<file path="src/rtl/bot_intr_scheduler.sv">
// bot_intr_scheduler: merges up to 8 rising-edge event sources into the single
// KCPSM6 interrupt line. Each event goes through request -> ack -> EOI.
// Firmware sees a mask register and a cause byte through the I/O port map.
module bot_intr_scheduler #(
   parameter int         NUM_SRC     = 4,
   parameter logic [7:0] MASK_PORT   = 8'h0F,
   parameter logic [7:0] CAUSE_PORT  = 8'h1F,
   parameter int         ACK_TIMEOUT = 1024
) (
   input  logic               sysclk,
   input  logic               sysreset,
   input  logic [NUM_SRC-1:0] irq_src,
   input  logic               write_strobe,
   input  logic               read_strobe,
   input  logic [7:0]         port_id,
   input  logic [7:0]         io_data_in,
   output logic [7:0]         rd_data,
   output logic               interrupt_request,
   input  logic               interrupt_ack,
   output logic [NUM_SRC-1:0] pending,
   output logic [NUM_SRC-1:0] overrun
);

   localparam int CW = $clog2(ACK_TIMEOUT);

   typedef enum logic [1:0] {IDLE = 2'd0, REQ = 2'd1, SERVICE = 2'd2} state_t;

   state_t             state, state_nxt;
   logic [NUM_SRC-1:0] src_q, mask, elig, edge_det, set, clr, ovr_set;
   logic [CW-1:0]      cnt;
   logic [2:0]         idx, sel_idx;
   logic               cause_valid, any_elig, timeout, eoi, ovr_clr;
   logic               req_set, take;
   logic [7:0]         cause;

   // Data bits above NUM_SRC are don't-care for the mask write
   logic unused_data;
   assign unused_data = ^io_data_in;

   assign edge_det = irq_src & ~src_q;
   assign set      = edge_det & mask;
   assign elig     = pending & mask;
   assign any_elig = |elig;
   assign timeout  = (cnt == CW'(ACK_TIMEOUT - 1));
   assign eoi      = write_strobe & (port_id == CAUSE_PORT);
   assign ovr_clr  = read_strobe & (port_id == CAUSE_PORT);

   // Lowest eligible index wins (source 0 = highest priority)
   always_comb begin
      sel_idx = 3'd0;
      for (int i = NUM_SRC - 1; i >= 0; i--)
         if (elig[i]) sel_idx = 3'(i);
   end

   // The acked source leaves pending in the same cycle; a fresh edge that cycle re-arms it
   assign clr     = (take && any_elig) ? (NUM_SRC'(1) << sel_idx) : '0;
   assign ovr_set = set & pending & ~clr;

   // Cause byte is only meaningful while an event is in service
   assign cause = (state == SERVICE) ? {|overrun, 3'b000, cause_valid, idx} : 8'h00;

   // FSM state register
   always_ff @(posedge sysclk or posedge sysreset) begin
      if (sysreset) state <= IDLE;
      else          state <= state_nxt;
   end

   // FSM next-state: ack only matters in REQ, EOI only in SERVICE
   always_comb begin
      state_nxt = state;
      case (state)
         IDLE:    if (any_elig)      state_nxt = REQ;
         REQ:     if (interrupt_ack) state_nxt = SERVICE;
         SERVICE: if (eoi)           state_nxt = IDLE;
         default:                    state_nxt = IDLE;
      endcase
   end

   // FSM outputs: request pulses (initial and timeout re-pulse) and ack capture
   always_comb begin
      req_set = 1'b0;
      take    = 1'b0;
      case (state)
         IDLE:    req_set = any_elig;
         REQ: begin
            take    = interrupt_ack;
            req_set = ~interrupt_ack & timeout;
         end
         default: ;
      endcase
   end

   // Ack-timeout counter: cleared in IDLE and on each re-pulse, runs in REQ
   always_ff @(posedge sysclk or posedge sysreset) begin
      if (sysreset)                     cnt <= '0;
      else if (state == IDLE)           cnt <= '0;
      else if (state == REQ) cnt <= timeout ? '0 : cnt + CW'(1);
   end

   // Event bookkeeping: edge detect, pending, sticky overrun, mask register
   always_ff @(posedge sysclk or posedge sysreset) begin
      if (sysreset) begin
         src_q   <= '0;
         pending <= '0;
         overrun <= '0;
         mask    <= '0;
      end else begin
         src_q   <= irq_src;
         pending <= (pending & ~clr) | set;
         overrun <= (ovr_clr ? '0 : overrun) | ovr_set;
         if (write_strobe && port_id == MASK_PORT) mask <= io_data_in[NUM_SRC-1:0];
      end
   end

   // Latch the serviced source at ack; cause_valid stays 0 if everything got masked
   always_ff @(posedge sysclk or posedge sysreset) begin
      if (sysreset) begin
         idx         <= 3'd0;
         cause_valid <= 1'b0;
      end else if (take) begin
         idx         <= sel_idx;
         cause_valid <= any_elig;
      end
   end

   // Registered request pulse and 1-cycle-latency read path
   always_ff @(posedge sysclk or posedge sysreset) begin
      if (sysreset) begin
         interrupt_request <= 1'b0;
         rd_data           <= 8'h00;
      end else begin
         interrupt_request <= req_set;
         rd_data           <= (port_id == MASK_PORT)  ? 8'(mask) :
                              (port_id == CAUSE_PORT) ? cause    : 8'h00;
      end
   end

endmodule

</file>
<file path="config.mk">
export PLATFORM = sky130hd
export DESIGN_NAME = bot_intr_scheduler
export DESIGN_NICKNAME = d
export VERILOG_FILES = /design/src/rtl/bot_intr_scheduler.sv
export SDC_FILE = /design/constraint.sdc
export NUM_CORES = 1
export LEC_CHECK = 0
export BUFFER_PORTS_ARGS = -buffer_cell sky130_fd_sc_hd__buf_2
export CAP_MARGIN = 15
export CORE_MARGIN = 3
export CORE_UTILIZATION = 55
export DETAILED_ROUTE_END_ITERATION = 7
export GPL_TIMING_DRIVEN = 0
export PLACE_DENSITY = 0.89
export REMOVE_ABC_BUFFERS = 1
export SETUP_SLACK_MARGIN = 0.1
export SLEW_MARGIN = 20
export SYNTH_ARGS = -nofsm -noshare
export SYNTH_HDL_FRONTEND = slang
export SYNTH_SLANG_ARGS = --single-unit
</file>
<file path="constraint.sdc">
create_clock -name sysclk -period 4.4 [get_ports sysclk]
set_input_delay 0.88 -clock sysclk [delete_from_list [all_inputs] [get_ports sysclk]]
set_output_delay 0.88 -clock sysclk [all_outputs]
set_load 0.1 [all_outputs]
</file>
==> impl_metrics.yaml <==
floorplanning:
  die-height_um: 61.7
  fp-row-count: 19
  die_w_um: 61.7
  coreArea_um2: 2850
  io_pins: 42
  starting_density_of_the_core_pct: 59.9
  die_area_um2: 3810
cts:
  h-tree-depth: 2
  clk_slew_on_worst_s_h_paths_ns: 0.10
  numClockSinks: 37
  worst_skew_pair.late_latency_ns: 0.36
  cts_hold_repair.buffers: 0
  cts_post_setup_buffers_inserted: 0
  cts-root-buf: "sky130_fd_sc_hd__clkbuf_4"
  cts-root-to-sink-buffers: 2
  cts_tree: "done"
  cts-resized-gates: 0
  cts_inserted_buffers: 5
detailed_routing:
  route.antenna.remaining_nets: 0
  firstDrtPassIters: 4
  route.detailed.vias_per_inst: 5.85
  vias: 1323
  wl_per_cell_um: 15.3
  drc: 0
  number_of_drc_markers_in_iteration_0: 34
  routed_wl_um: 3460
setup_path:
  crit_slowest_cell: "sky130_fd_sc_hd__or4b_4"
  worst_path_dominant_cell_family: "simple AND/OR/NAND/NOR gates"
  worst-path-max-fanout: 5
  critPathArrivalTime_ns: 2.33
  crit_end_category: "flip-flop"
  critPathKind: "input pin to flip-flop"
  crit_buf_inv: 1
  crit_path_max_incr_delay_ns: 0.55
  crit_chain: "buf_2 -> or4b_4 -> nor3_4 -> and2_4 -> mux2_1"
  critical_path.startpoint_type: "input pin"
  cp_data_required_time_ns: 4.64
grt:
  grt_start_max_net_pins: 38
  globalRouteTotalUtil_pct: 20.7
  total_global_routing_overflow: 0
  number_of_antenna_violations_at_the_first_check_in_global_routing: 0
  first_pass_grt_wire_length_um: 5610
  vias_in_the_first_global_route: 1242
sta:
  setup_repair_after_global_routing_missed_its_margin: "no"
  setup_violations: 0
  final.setup_skew_ns: 0.0169
  max_clock_freq_ghz: 0.477
  final_hold_viol_count: 0
  fin_ws_ns: 2.30
  final.setup.tns_ns: 0
  slew_headroom_pct: 50.7
  finalCriticalPeriod_ns: 2.10
  worst_slew_pin_slew_ns: 0.739
  fin_hold_ws_ns: 0.498
  finalMaxSlewViolations: 0
  timing.final.crit_share_pct: 47.7
outcome:
  run_status: "finished, final reports clean"
layout:
  ratio_of_cells_with_drive_above_1_in_the_final_layout_pct: 26.7
  post_layout_nonfiller_instances: 226
  nets: 220
  synthToLayoutAreaGrowth_pct: 13.6
  area_used_by_multi_input_combinational_logic_um2: 737
  fillerInstances: 222
  diodes: 0
  ff_latch_area_um2: 926
place:
  dpl.hpwl_um: 2640
  post-place-cells: 218
  place_congestion: 0.850
  setup_slack_placement_ns: 1.93
  port-buffer-count: 34
power:
  share_seq_of_total_power_pct: 52.2
  power.ir.vdd_worst_v: 0.000291
  power.clock.fraction_pct: 21.7
  combinational_group_share_of_total_power_pct: 26.1
  powerDensity_nw_per_um2: 411
  internal_power_uw: 483
  power.switching_fraction_pct: 39.3
  cellLeakagePower_uw: 0.000977
  netSwitchingPower_uw: 313
  p_total_uw: 796
logic_synthesis:
  seq_area_frac_synth_pct: 54.2
  synth_warnings: 0
  ys_types: 41
  synth-seq-cells: 37
  synth.avg_cell_area_um2: 10.9
  netlist_area_before_placement_um2: 1710
  post_synth_inst_count: 157
worst_hold_path:
  min_delay_worst_type: "flip-flop to flip-flop"
run:
  max_cap_violations: 0
-- layout make-up --
class	instances	share of cell area [%]
Sequential cell	37	47.7
Clock buffer	8	2.52
Timing Repair Buffer	34	8.77
Inverter	5	0.968
Tap cell	31	2.00
Multi-Input combinational cell	111	38.0
-- worst paths after layout --
path | from | end | slack, ns | cells past startpoint
worst max register to register | state[1] | pending[3] | 2.35 | 4
worst max-delay path | port_id[7] | mask[1] | 2.30 | 5
max in group asynchronous | sysreset | src_q[0] | 3.28 | 2
worst min-delay path | idx[0] | idx[0] | 0.50 | 2
min in group asynchronous | sysreset | rd_data[0] | 0.63 | 2
worst min register to register | idx[0] | idx[0] | 0.50 | 2
-- tightest hold or removal path, delay by kind of cell (launching register included) --
family | cells | cell delay [ns]
flip-flops | 1 | 0.37
AND/OR/NAND/NOR | 2 | 0.10
-- cell families (layout without fill, tap and decap cells) --
logic type,after synthesis,after routing,share of synthesized area (%)
flip-flops,37,37,54.2
other,1,3,0.220
AND/OR/NAND/NOR,68,68,22.9
adder cells (fa/ha/maj),1,1,0.732
buffers and inverters,11,47,3.08
AO/OA/AOI/OAI,31,31,13.8
multiplexers,8,8,5.13
-- sequential cells by signal (all words and copies together) (netlist names) --
signal	flops
src_q	4
mask	4
interrupt_request	1
cause_valid	1
overrun	4
rd_data	5
idx	2
state	2
cnt	10
pending	4
-- cell usage after synthesis, drive strengths merged --
library cell / count / area [um2]
a22oi: 1 / 7.51
a21oi: 3 / 15.0
and4: 3 / 26.3
o41a: 1 / 12.5
clkbuf: 2 / 7.51
or4b: 1 / 13.8
nor2b: 3 / 18.8
o21a: 1 / 7.51
or2b: 2 / 15.0
or4: 1 / 7.51
nand3b: 4 / 46.3
nor3: 5 / 36.3
or3: 1 / 6.26
conb: 1 / 3.75
a32oi: 1 / 8.76
nand3: 8 / 40.0
a31oi: 2 / 12.5
o2bb2ai: 1 / 8.76
and2: 5 / 33.8
a41oi: 1 / 8.76
a22o: 7 / 61.3
nand4: 2 / 12.5
a31o: 2 / 17.5
buf: 4 / 26.3
mux2: 6 / 67.6
a32o: 4 / 40.0
and3b: 1 / 10.0
and3: 1 / 7.51
o21ai: 7 / 35.0
dfrtp: 37 / 926
nor2: 7 / 26.3
mux2i: 2 / 20.0
nand2: 24 / 90.1
inv: 5 / 18.8
ha: 1 / 12.5
-- placed cells by master (no fill, tap or decap), types with 2 or more instances in the layout --
cell type                  instances
sky130_fd_sc_hd__nor2_1            7
sky130_fd_sc_hd__mux2_2            2
sky130_fd_sc_hd__or2b_1            2
sky130_fd_sc_hd__and2_1            4
sky130_fd_sc_hd__o21ai_0           7
sky130_fd_sc_hd__buf_2            34
sky130_fd_sc_hd__a21oi_1           3
sky130_fd_sc_hd__a31o_2            2
sky130_fd_sc_hd__mux2i_1           2
sky130_fd_sc_hd__inv_1             4
sky130_fd_sc_hd__conb_1            3
sky130_fd_sc_hd__a22o_1            7
sky130_fd_sc_hd__clkbuf_4          5
sky130_fd_sc_hd__nand3_1           8
sky130_fd_sc_hd__nand2_1          24
sky130_fd_sc_hd__mux2_1            4
sky130_fd_sc_hd__clkbuf_1          3
sky130_fd_sc_hd__nor2b_1           3
sky130_fd_sc_hd__dfrtp_1          37
sky130_fd_sc_hd__a32o_1            4
sky130_fd_sc_hd__nand4_1           2
sky130_fd_sc_hd__nor3_1            4
sky130_fd_sc_hd__a31oi_1           2
sky130_fd_sc_hd__nand3b_1          2
sky130_fd_sc_hd__and4_1            3
-- per-stage QoR --
stage               util [%]  cell area, um2
floorplan                  -            1680
global placement        66.3            1890
detailed placement      66.3            1890
CTS                     68.0            1940
global route            68.0            1940
finish                  68.0            1940
-- power groups by stage --
stage          Sequential [uW]  Combinational [uW]  Clock, uW
5_1_grt                    422                 221        191
3_5_place_dp               421                 209          0
3_3_place_gp               418                 203          0
4_1_cts                    415                 209        173
6_report                   415                 208        173
2_1_floorplan              512                68.9          0
-- metal layers --
metal  vias to the layer above  track usage, %  wire [um]
met5                         -               0          0
met3                         6            6.61        211
li1                        642               -          -
met2                        47            33.9       1640
met1                       628            25.4       1560
met4                         0            8.18         48
Power figures use the tool's default switching activity.
